[src/rtl/booth_wallace_mult_pipe_if.sv]
// Operand-issue and result-writeback bundle for booth_wallace_mult_pipe.
// The slave side is the multiplier; the master side issues and drains.
interface booth_wallace_mult_pipe_if #(
    parameter int WIDTH = 16,
    parameter int TAG_W = 4
);
    logic               in_valid;
    logic               in_ready;
    logic               in_signed;
    logic [WIDTH-1:0]   in_a;
    logic [WIDTH-1:0]   in_b;
    logic [TAG_W-1:0]   in_tag;
    logic               out_valid;
    logic               out_ready;
    logic [2*WIDTH-1:0] out_p;
    logic [TAG_W-1:0]   out_tag;

    modport master (
        output in_valid, in_signed, in_a, in_b, in_tag, out_ready,
        input  in_ready, out_valid, out_p, out_tag
    );

    modport slave (
        input  in_valid, in_signed, in_a, in_b, in_tag, out_ready,
        output in_ready, out_valid, out_p, out_tag
    );
endinterface

[src/rtl/booth_wallace_mult_pipe.sv]
// Radix-4 Booth multiplier with a 3:2 Wallace tree and final adder, 3-stage pipe.
// Define MULT_TREE_SPLIT_EN to register the tree at its midpoint (4-cycle latency).
module booth_wallace_mult_pipe #(
    parameter int WIDTH = 16,
    parameter int TAG_W = 4
) (
    input  logic clk,
    input  logic rst,
    booth_wallace_mult_pipe_if.slave bus
);
    localparam int PW = 2 * WIDTH;
    localparam int N  = WIDTH / 2 + 1;
    localparam int R  = N + 1;

    function automatic int rows_at(int lvl);
        int r = R;
        for (int k = 0; k < lvl; k++) r = 2 * (r / 3) + r % 3;
        return r;
    endfunction

    function automatic int num_levels();
        int r = R;
        int n = 0;
        while (r > 2) begin
            r = 2 * (r / 3) + r % 3;
            n++;
        end
        return n;
    endfunction

    localparam int L = num_levels();

    logic stall;
    logic adv;
    logic out_valid_q;

    assign stall = out_valid_q & ~bus.out_ready;
    assign adv = ~stall;
    assign bus.in_ready = adv;

    // S1: Booth encode; b is padded with an implicit 0 below the LSB
    logic [PW-1:0]    a_ext;
    logic [WIDTH+2:0] b_sel;
    logic [PW-1:0]    pp_d [N];
    logic [N-1:0]     neg_d;

    assign a_ext = {{WIDTH{bus.in_signed & bus.in_a[WIDTH-1]}}, bus.in_a};
    assign b_sel = {{2{bus.in_signed & bus.in_b[WIDTH-1]}}, bus.in_b, 1'b0};

    for (genvar i = 0; i < N; i++) begin : g_enc
        logic [2:0]    d;
        logic          one;
        logic          two;
        logic [PW-1:0] m;
        assign d = b_sel[2*i +: 3];
        assign one = d[1] ^ d[0];
        assign two = (d == 3'b011) | (d == 3'b100);
        assign neg_d[i] = d[2] & ~(d[1] & d[0]);
        assign m = two ? (a_ext << 1) : (one ? a_ext : '0);
        // ~m << 2i needs +2^(2i) to become -(m << 2i); that bit rides in neg_q
        assign pp_d[i] = (neg_d[i] ? ~m : m) << (2 * i);
    end

    logic             v1_q;
    logic [TAG_W-1:0] tag1_q;
    logic [PW-1:0]    pp_q [N];
    logic [N-1:0]     neg_q;

    always_ff @(posedge clk or posedge rst) begin
        if (rst) begin
            v1_q   <= 1'b0;
            tag1_q <= '0;
            neg_q  <= '0;
            for (int i = 0; i < N; i++) pp_q[i] <= '0;
        end else if (adv) begin
            v1_q   <= bus.in_valid;
            tag1_q <= bus.in_tag;
            neg_q  <= neg_d;
            for (int i = 0; i < N; i++) pp_q[i] <= pp_d[i];
        end
    end

    // S2: carry-save reduction
    logic [PW-1:0] corr;
    logic [PW-1:0] lvl [L+1][R];

    always_comb begin
        corr = '0;
        for (int k = 0; k < N; k++) corr[2*k] = neg_q[k];
    end

    for (genvar i = 0; i < N; i++) begin : g_l0
        assign lvl[0][i] = pp_q[i];
    end
    assign lvl[0][N] = corr;

    logic             v2_src;
    logic [TAG_W-1:0] tag2_src;

`ifdef MULT_TREE_SPLIT_EN
    localparam int SPLIT = (L + 1) / 2;

    logic             vm_q;
    logic [TAG_W-1:0] tagm_q;
    logic [PW-1:0]    mid_q [R];

    always_ff @(posedge clk or posedge rst) begin
        if (rst) begin
            vm_q   <= 1'b0;
            tagm_q <= '0;
            for (int k = 0; k < R; k++) mid_q[k] <= '0;
        end else if (adv) begin
            vm_q   <= v1_q;
            tagm_q <= tag1_q;
            for (int k = 0; k < R; k++) mid_q[k] <= lvl[SPLIT][k];
        end
    end

    assign v2_src = vm_q;
    assign tag2_src = tagm_q;
`else
    assign v2_src = v1_q;
    assign tag2_src = tag1_q;
`endif

    for (genvar l = 0; l < L; l++) begin : g_lvl
        localparam int RI = rows_at(l);
        localparam int G  = RI / 3;
        localparam int RO = rows_at(l + 1);
        logic [PW-1:0] src [R];

        for (genvar k = 0; k < R; k++) begin : g_src
`ifdef MULT_TREE_SPLIT_EN
            if (l == SPLIT) begin : g_reg
                assign src[k] = mid_q[k];
            end else begin : g_cmb
                assign src[k] = lvl[l][k];
            end
`else
            assign src[k] = lvl[l][k];
`endif
        end

        for (genvar j = 0; j < G; j++) begin : g_fa
            logic [PW-1:0] x;
            logic [PW-1:0] y;
            logic [PW-1:0] z;
            logic [PW-1:0] maj;
            assign x = src[3*j];
            assign y = src[3*j+1];
            assign z = src[3*j+2];
            assign maj = (x & y) | (x & z) | (y & z);
            assign lvl[l+1][2*j] = x ^ y ^ z;
            assign lvl[l+1][2*j+1] = {maj[PW-2:0], 1'b0};
        end

        for (genvar k = 0; k < RI - 3 * G; k++) begin : g_pass
            assign lvl[l+1][2*G+k] = src[3*G+k];
        end

        for (genvar k = RO; k < R; k++) begin : g_pad
            assign lvl[l+1][k] = '0;
        end
    end

    logic             v2_q;
    logic [TAG_W-1:0] tag2_q;
    logic [PW-1:0]    s_q;
    logic [PW-1:0]    c_q;

    always_ff @(posedge clk or posedge rst) begin
        if (rst) begin
            v2_q   <= 1'b0;
            tag2_q <= '0;
            s_q    <= '0;
            c_q    <= '0;
        end else if (adv) begin
            v2_q   <= v2_src;
            tag2_q <= tag2_src;
            s_q    <= lvl[L][0];
            c_q    <= lvl[L][1];
        end
    end

    // S3: carry-propagate add into the output register
    logic [PW-1:0]    p_d;
    logic [PW-1:0]    p_q;
    logic [TAG_W-1:0] tag3_q;

    assign p_d = c_q + s_q;

    always_ff @(posedge clk or posedge rst) begin
        if (rst) begin
            out_valid_q <= 1'b0;
            p_q         <= '0;
            tag3_q      <= '0;
        end else if (adv) begin
            out_valid_q <= v2_q;
            p_q         <= p_d;
            tag3_q      <= tag2_q;
        end
    end

    assign bus.out_valid = out_valid_q;
    assign bus.out_p = p_q;
    assign bus.out_tag = tag3_q;
endmodule
[src/flat_wrapper.sv]
// flat-port wrapper written by rule: the top's interface ports become plain ports
module booth_wallace_mult_pipe_flat 
#(
    parameter int WIDTH = 16,
    parameter int TAG_W = 4
)
  (clk, rst, bus_in_valid, bus_in_signed, bus_in_a, bus_in_b, bus_in_tag, bus_out_ready, bus_in_ready, bus_out_valid, bus_out_p, bus_out_tag);
  booth_wallace_mult_pipe_if #(.WIDTH(WIDTH), .TAG_W(TAG_W)) bus_i ();
  input  logic clk;
  input  logic rst;
  input wire logic [$bits(bus_i.in_valid)-1:0] bus_in_valid;
  input wire logic [$bits(bus_i.in_signed)-1:0] bus_in_signed;
  input wire logic [$bits(bus_i.in_a)-1:0] bus_in_a;
  input wire logic [$bits(bus_i.in_b)-1:0] bus_in_b;
  input wire logic [$bits(bus_i.in_tag)-1:0] bus_in_tag;
  input wire logic [$bits(bus_i.out_ready)-1:0] bus_out_ready;
  output wire logic [$bits(bus_i.in_ready)-1:0] bus_in_ready;
  output wire logic [$bits(bus_i.out_valid)-1:0] bus_out_valid;
  output wire logic [$bits(bus_i.out_p)-1:0] bus_out_p;
  output wire logic [$bits(bus_i.out_tag)-1:0] bus_out_tag;
  assign bus_i.in_valid = bus_in_valid;
  assign bus_i.in_signed = bus_in_signed;
  assign bus_i.in_a = bus_in_a;
  assign bus_i.in_b = bus_in_b;
  assign bus_i.in_tag = bus_in_tag;
  assign bus_i.out_ready = bus_out_ready;
  assign bus_in_ready = bus_i.in_ready;
  assign bus_out_valid = bus_i.out_valid;
  assign bus_out_p = bus_i.out_p;
  assign bus_out_tag = bus_i.out_tag;
  booth_wallace_mult_pipe #(.WIDTH(WIDTH), .TAG_W(TAG_W)) u_core (.clk(clk), .rst(rst), .bus(bus_i));
endmodule
[config.mk]
export PLATFORM = sky130hd
export DESIGN_NAME = booth_wallace_mult_pipe_flat
export DESIGN_NICKNAME = d
export VERILOG_FILES = /design/src/rtl/booth_wallace_mult_pipe_if.sv /design/src/rtl/booth_wallace_mult_pipe.sv /design/src/flat_wrapper.sv
export SDC_FILE = /design/constraint.sdc
export NUM_CORES = 1
export LEC_CHECK = 0
export BUFFER_PORTS_ARGS = -buffer_cell sky130_fd_sc_hd__buf_2
export CORE_MARGIN = 4
export CORE_UTILIZATION = 45
export CTS_CLUSTER_SIZE = 12
export DETAILED_ROUTE_END_ITERATION = 8
export GPL_ROUTABILITY_DRIVEN = 0
export GPL_TIMING_DRIVEN = 0
export PLACE_DENSITY = 0.72
export REMOVE_ABC_BUFFERS = 1
export SYNTH_ARGS = -nofsm -noshare
export SYNTH_HDL_FRONTEND = slang
export SYNTH_SLANG_ARGS = --single-unit
[constraint.sdc]
create_clock -name clk -period 10.7 [get_ports clk]
set_input_delay 2.14 -clock clk [delete_from_list [all_inputs] [get_ports clk]]
set_output_delay 2.14 -clock clk [all_outputs]
set_load 0.1 [all_outputs]
Word level (Yosys, flattened, before mapping):

Cells that the tools add are included.

* bitwise logic cells: 110
* multiplexer cells: 27
* reduce and logical (&&, ||, !) cells: 0
* $mul: 0
* magnitude comparators: 0
* equal/unequal tests: 17
* shift operators: 0
* divide/modulo/power cells: 0
* $add $sub $neg: 1

Operators with widths (number)
* AND 31 bit: 22
* OR 31 bit: 16
* bitwise XOR 32 bit: 15
* two-way mux 32 bit: 3
* two-way mux 30 bit: 3
* two-way mux 28 bit: 3
* two-way mux 26 bit: 3
* two-way mux 24 bit: 3
* two-way mux 22 bit: 3
* AND 31 x 17 -> 31 bit: 2
* two-way mux 20 bit: 3
* two-way mux 18 bit: 3
* two-way mux 16 bit: 3
* adder 32 bit: 1
* NOT 32 bit: 1
* bitwise XOR 32 x 17 -> 32 bit: 1
* NOT 30 bit: 1
* NOT 28 bit: 1
* NOT 26 bit: 1
* == test 3 x 2 -> 1 bit, second input constant: 8
* == test 3 bit, second input constant: 8
* NOT 24 bit: 1
* NOT 22 bit: 1
* NOT 20 bit: 1
* 7 further kinds: 48

* memories: 0
* latch bits: 0
* register bits after elaboration: 335
* output and inout port bits: 38
* bits in writable memories: 0
* memory bits (read-only): 0
* input port bits: 41
* logic and storage cells: 174

Depth between registers and ports, before layout:

* word-level depth: 15
* mapped depth: 11
* depth with buffers taken out: 11

Worst setup path after synthesis:

Ideal clock, no wire load.

* kind: input to output
* start point: in bus_out_ready
* end point: out bus_in_ready
* cell stages on the path: 6
* buffers on the path: 4
* path slack: 4.848 ns
* required time: 8.560 ns
* arrival time: 3.712 ns
* cell sequence: nor2b_1 > clkbuf_1 > buf_2 > inv_1 > buf_6 > clkbuf_1

* word-level cells in the longest chain between the ends: 3

RTL lines
* start: declaration: line flat_wrapper.sv:16 `input wire logic [$bits(bus_i.out_ready)-1:0] bus_out_ready;`
* NOT 1 bit: line booth_wallace_mult_pipe.sv:37 `assign stall = out_valid_q & ~bus.out_ready;`
* AND 1 bit: line booth_wallace_mult_pipe.sv:37
* NOT 1 bit: line booth_wallace_mult_pipe.sv:38 `assign adv = ~stall;`
* end: declaration: line flat_wrapper.sv:17 `output wire logic [$bits(bus_i.in_ready)-1:0] bus_in_ready;`

Every way passes these cells.

Final worst setup path:

Same ends and word-level chain as after synthesis.

==> metrics.md <==
| Metric | Value |
|---|---|
| Status | `finished, final reports clean` |
| Fin util | `0.507` |
| Post-DP HPWL | `approximately 32000 um` |
| Hold endpoint | `u_core.bus.out_p[2]$_DFFE_PP0N_` |
| PnR worst setup slack | `5.00 ns` |
| Syn. warnings | `0` |
| Residual DRC | `0` |
| Clk_lat worst skew | `0.58 ns` |
| Post-Route WL | `48000 um` |
| Port bufs | `78` |
| Most frequent cells in the layout | `nand2_1, dfrtp_1, inv_1` |
| H-tree lvl count | `1` |
| Gr usage total | `0.214` |
| Cells after synthesis | `between 2000 and 2500` |
| CP most frequent cell | `buf_2` |
| Grt ovf | `0` |
| Post-route ant nets | `0` |
| Worst hold path stage count | `2` |
| Normalized max-slew margin | `0.0409` |
| CTS tree | `built` |
| First-pass GRT wire length | `77500 um` |
| Final Skew | `about 0.022 ns` |
| FF-to-FF path depth | `11` |
| Hold buffers post-CTS | `0` |
| Clock sink total | `~280` |
| Initial antenna violation count | `2` |
| Maxcap violations | `0` |
| Worst slew pin tran | `1.44 ns` |
| Top_reg_cell synth | `dfrtp_1` |
| 1st-iter DRT viols | `around 1200` |
| Async SR Flop Fraction | `1.00` |
| Max Slew Vio Count | `0` |
| DR WL/cell | `around 18 um` |
| Root Driver | `clkbuf_16` |
| Worst hold start | `u_core.bus.out_p[2]$_DFFE_PP0N_` |
| Max FO, Critical Path | `64` |
| Die area | `45300 um2` |
| Worst hold path type | `flop to flop` |
| Slowest stage cell, crit path | `nor2b_4` |
| Crit. Startpoint | `bus_out_ready` |
| Place WS | `4.96 ns` |
| RSZ-0062 raised after global routing | `false` |
| Largest net degree at the start of global routing | `128` |
| Crit-path max cell delay | `around 0.54 ns` |
| Worst setup EP type | `output pin` |
| Leading cell type in the layout, fill and taps excluded | `nand2_1` |
| CTS Buf Count | `31` |
| Reg2Reg Capture Point | `u_core.s_q[31]$_DFFE_PP0N_` |
| Hold_ws | `0.462 ns` |
| Number of enable flip-flop cells after synthesis | `0` |
| CP required | `approximately 8.6 ns` |
| Synth Register Bits | `276` |
| Mapped Area | `between 15000 and 20000 um2` |
| Setup bufs post-CTS | `0` |
| Setup CP Type | `input pin to output pin` |
| Family with the most delay on the worst path | `buffers and inverters` |
| Clock transition at path regs | `about 0.06 ns` |
| Vias in the first global route | `14400` |
| Final hold violation count | `0` |
| Crit share post-route | `0.533` |
| Max frequency | `0.175 GHz` |
| WP data arrival | `approximately 3.6 ns` |
| Mapped Avg Cell Area | `9.12 um2` |
| Worst path cell trace | `buf_2 > nor2b_4 > inv_6 > buf_2` |
| Max clock buf depth | `3` |
| Buf+Inv Stages, Crit Path | `3` |
| Synthesis-to-layout area growth | `10.5%` |
| Routed vias/inst | `5.45` |
| Worst R2R Setup Slack | `6.70 ns` |
| Worst r2r src | `u_core.g_lvl[0].g_fa[0].x[30]$_DFFE_PP0N_` |
| I/O pin cnt | `79` |
| Core ar. | `41100 um2` |
| Final setup fails | `0` |
| Nets | `2344` |
| Cts repair resizes | `0` |
| TritonRoute pass-1 iters | `5` |
| Placement Rows | `74` |
| Die H | `213 um` |
| Sequential share of the synthesized area | `0.366` |
| Share of post-route cells with drive strength above 1 | `0.0862` |
| Vias | `14337` |
| Worst Setup Start Kind | `input pin` |
| Initial Util | `0.459` |
| Die width | `about 210 um` |
| Crit path time final | `between 5 and 6 ns` |
| Synth unique cells | `63` |
==> area by class of cell <==
class	instances	area, um2
Multi-Input combinational cell	1467	10800
Sequential cell	276	6910
Timing Repair Buffer	96	756
Antenna cell	1	2.50
Inverter	206	786
Tap cell	532	666
Fill cell	3766	20300
Clock inverter	7	87.6
Clock buffer	48	880
==> how the worst max path moves through the flow <==
stage	to	slack [ns]	cells past startpoint
finish	bus_in_ready	5.00	4
global route	bus_in_ready	4.88	4
CTS	bus_in_ready	4.95	4
detailed placement	bus_in_ready	4.96	4
global placement	bus_in_ready	-30.39	4
floorplan	bus_in_ready	-16.53	2
==> cells by family after synthesis <==
logic type,synth area share
DFF,0.366
muxes,0.00922
adders and majority gates,0.203
buffers and inverters,0.0667
AOI/OAI and AO/OA,0.130
and+or+nand+nor,0.152
xor gates and xnor gates,0.0729
==> worst register-to-register path, cell delays in order, from the launching register on <==
cell	delay (ns)
dfrtp_1	0.39
inv_1	0.15
fa_1	0.84
fa_1	0.59
inv_1	0.17
fa_1	0.46
fa_1	0.40
xnor2_1	0.19
xnor2_1	0.15
xnor2_1	0.11
xnor2_1	0.29
o21ai_0	0.13
==> registers in the layout, indices dropped and copies added (netlist names), 4 cells and up <==
name / flops
u_core.g_lvl.g_fa.z: 52
u_core.s_q: 32
u_core.g_lvl.g_fa.x: 54
u_core.tag2_q: 4
u_core.c_q: 28
u_core.bus.out_tag: 4
u_core.g_lvl.g_fa.y: 54
u_core.bus.out_p: 32
u_core.neg_q: 9
u_core.tag1_q: 4
==> cell usage after synthesis (all sizes together), types with 7 or more instances <==
library cell	instances	area [um2]
inv	205	769
nor2	58	235
and2	18	115
xnor2	18	158
and3	109	682
fa	135	2700
mux2i	8	80.1
o21ai	169	846
mux2	8	93.8
a211oi	21	175
dfrtp	276	6910
a22o	16	140
nor3	9	45.0
a21o	10	76.3
ha	90	1130
a31oi	11	96.3
buf	18	87.6
xor2	139	1220
nand3	12	60.1
a21oi	176	892
nand2	406	1520
clkbuf	100	398
o21bai	7	52.6
==> per-stage QoR <==
step                      setup TNS [ns]  area [um2]  cells
after global placement          -5509.46       19400   2559
after global routing                   0       20800   2632
after detailed placement               0       19800   2577
after CTS                              0       20800   2632
after floorplan                 -2368.89       18400   1949
final                                  0       20800   2633
==> per-layer routing <==
metal	up-vias	GRT usage	share of wire
met5	-	0	0.00044
met4	4	0.0773	0.038
met3	136	0.0361	0.076
met2	572	0.334	0.44
met1	6889	0.305	0.44
li1	6736	-	-
Power is left out: the tool's default activity adds up to more than one toggle a clock period on the data nets, which glitch-free logic cannot reach.
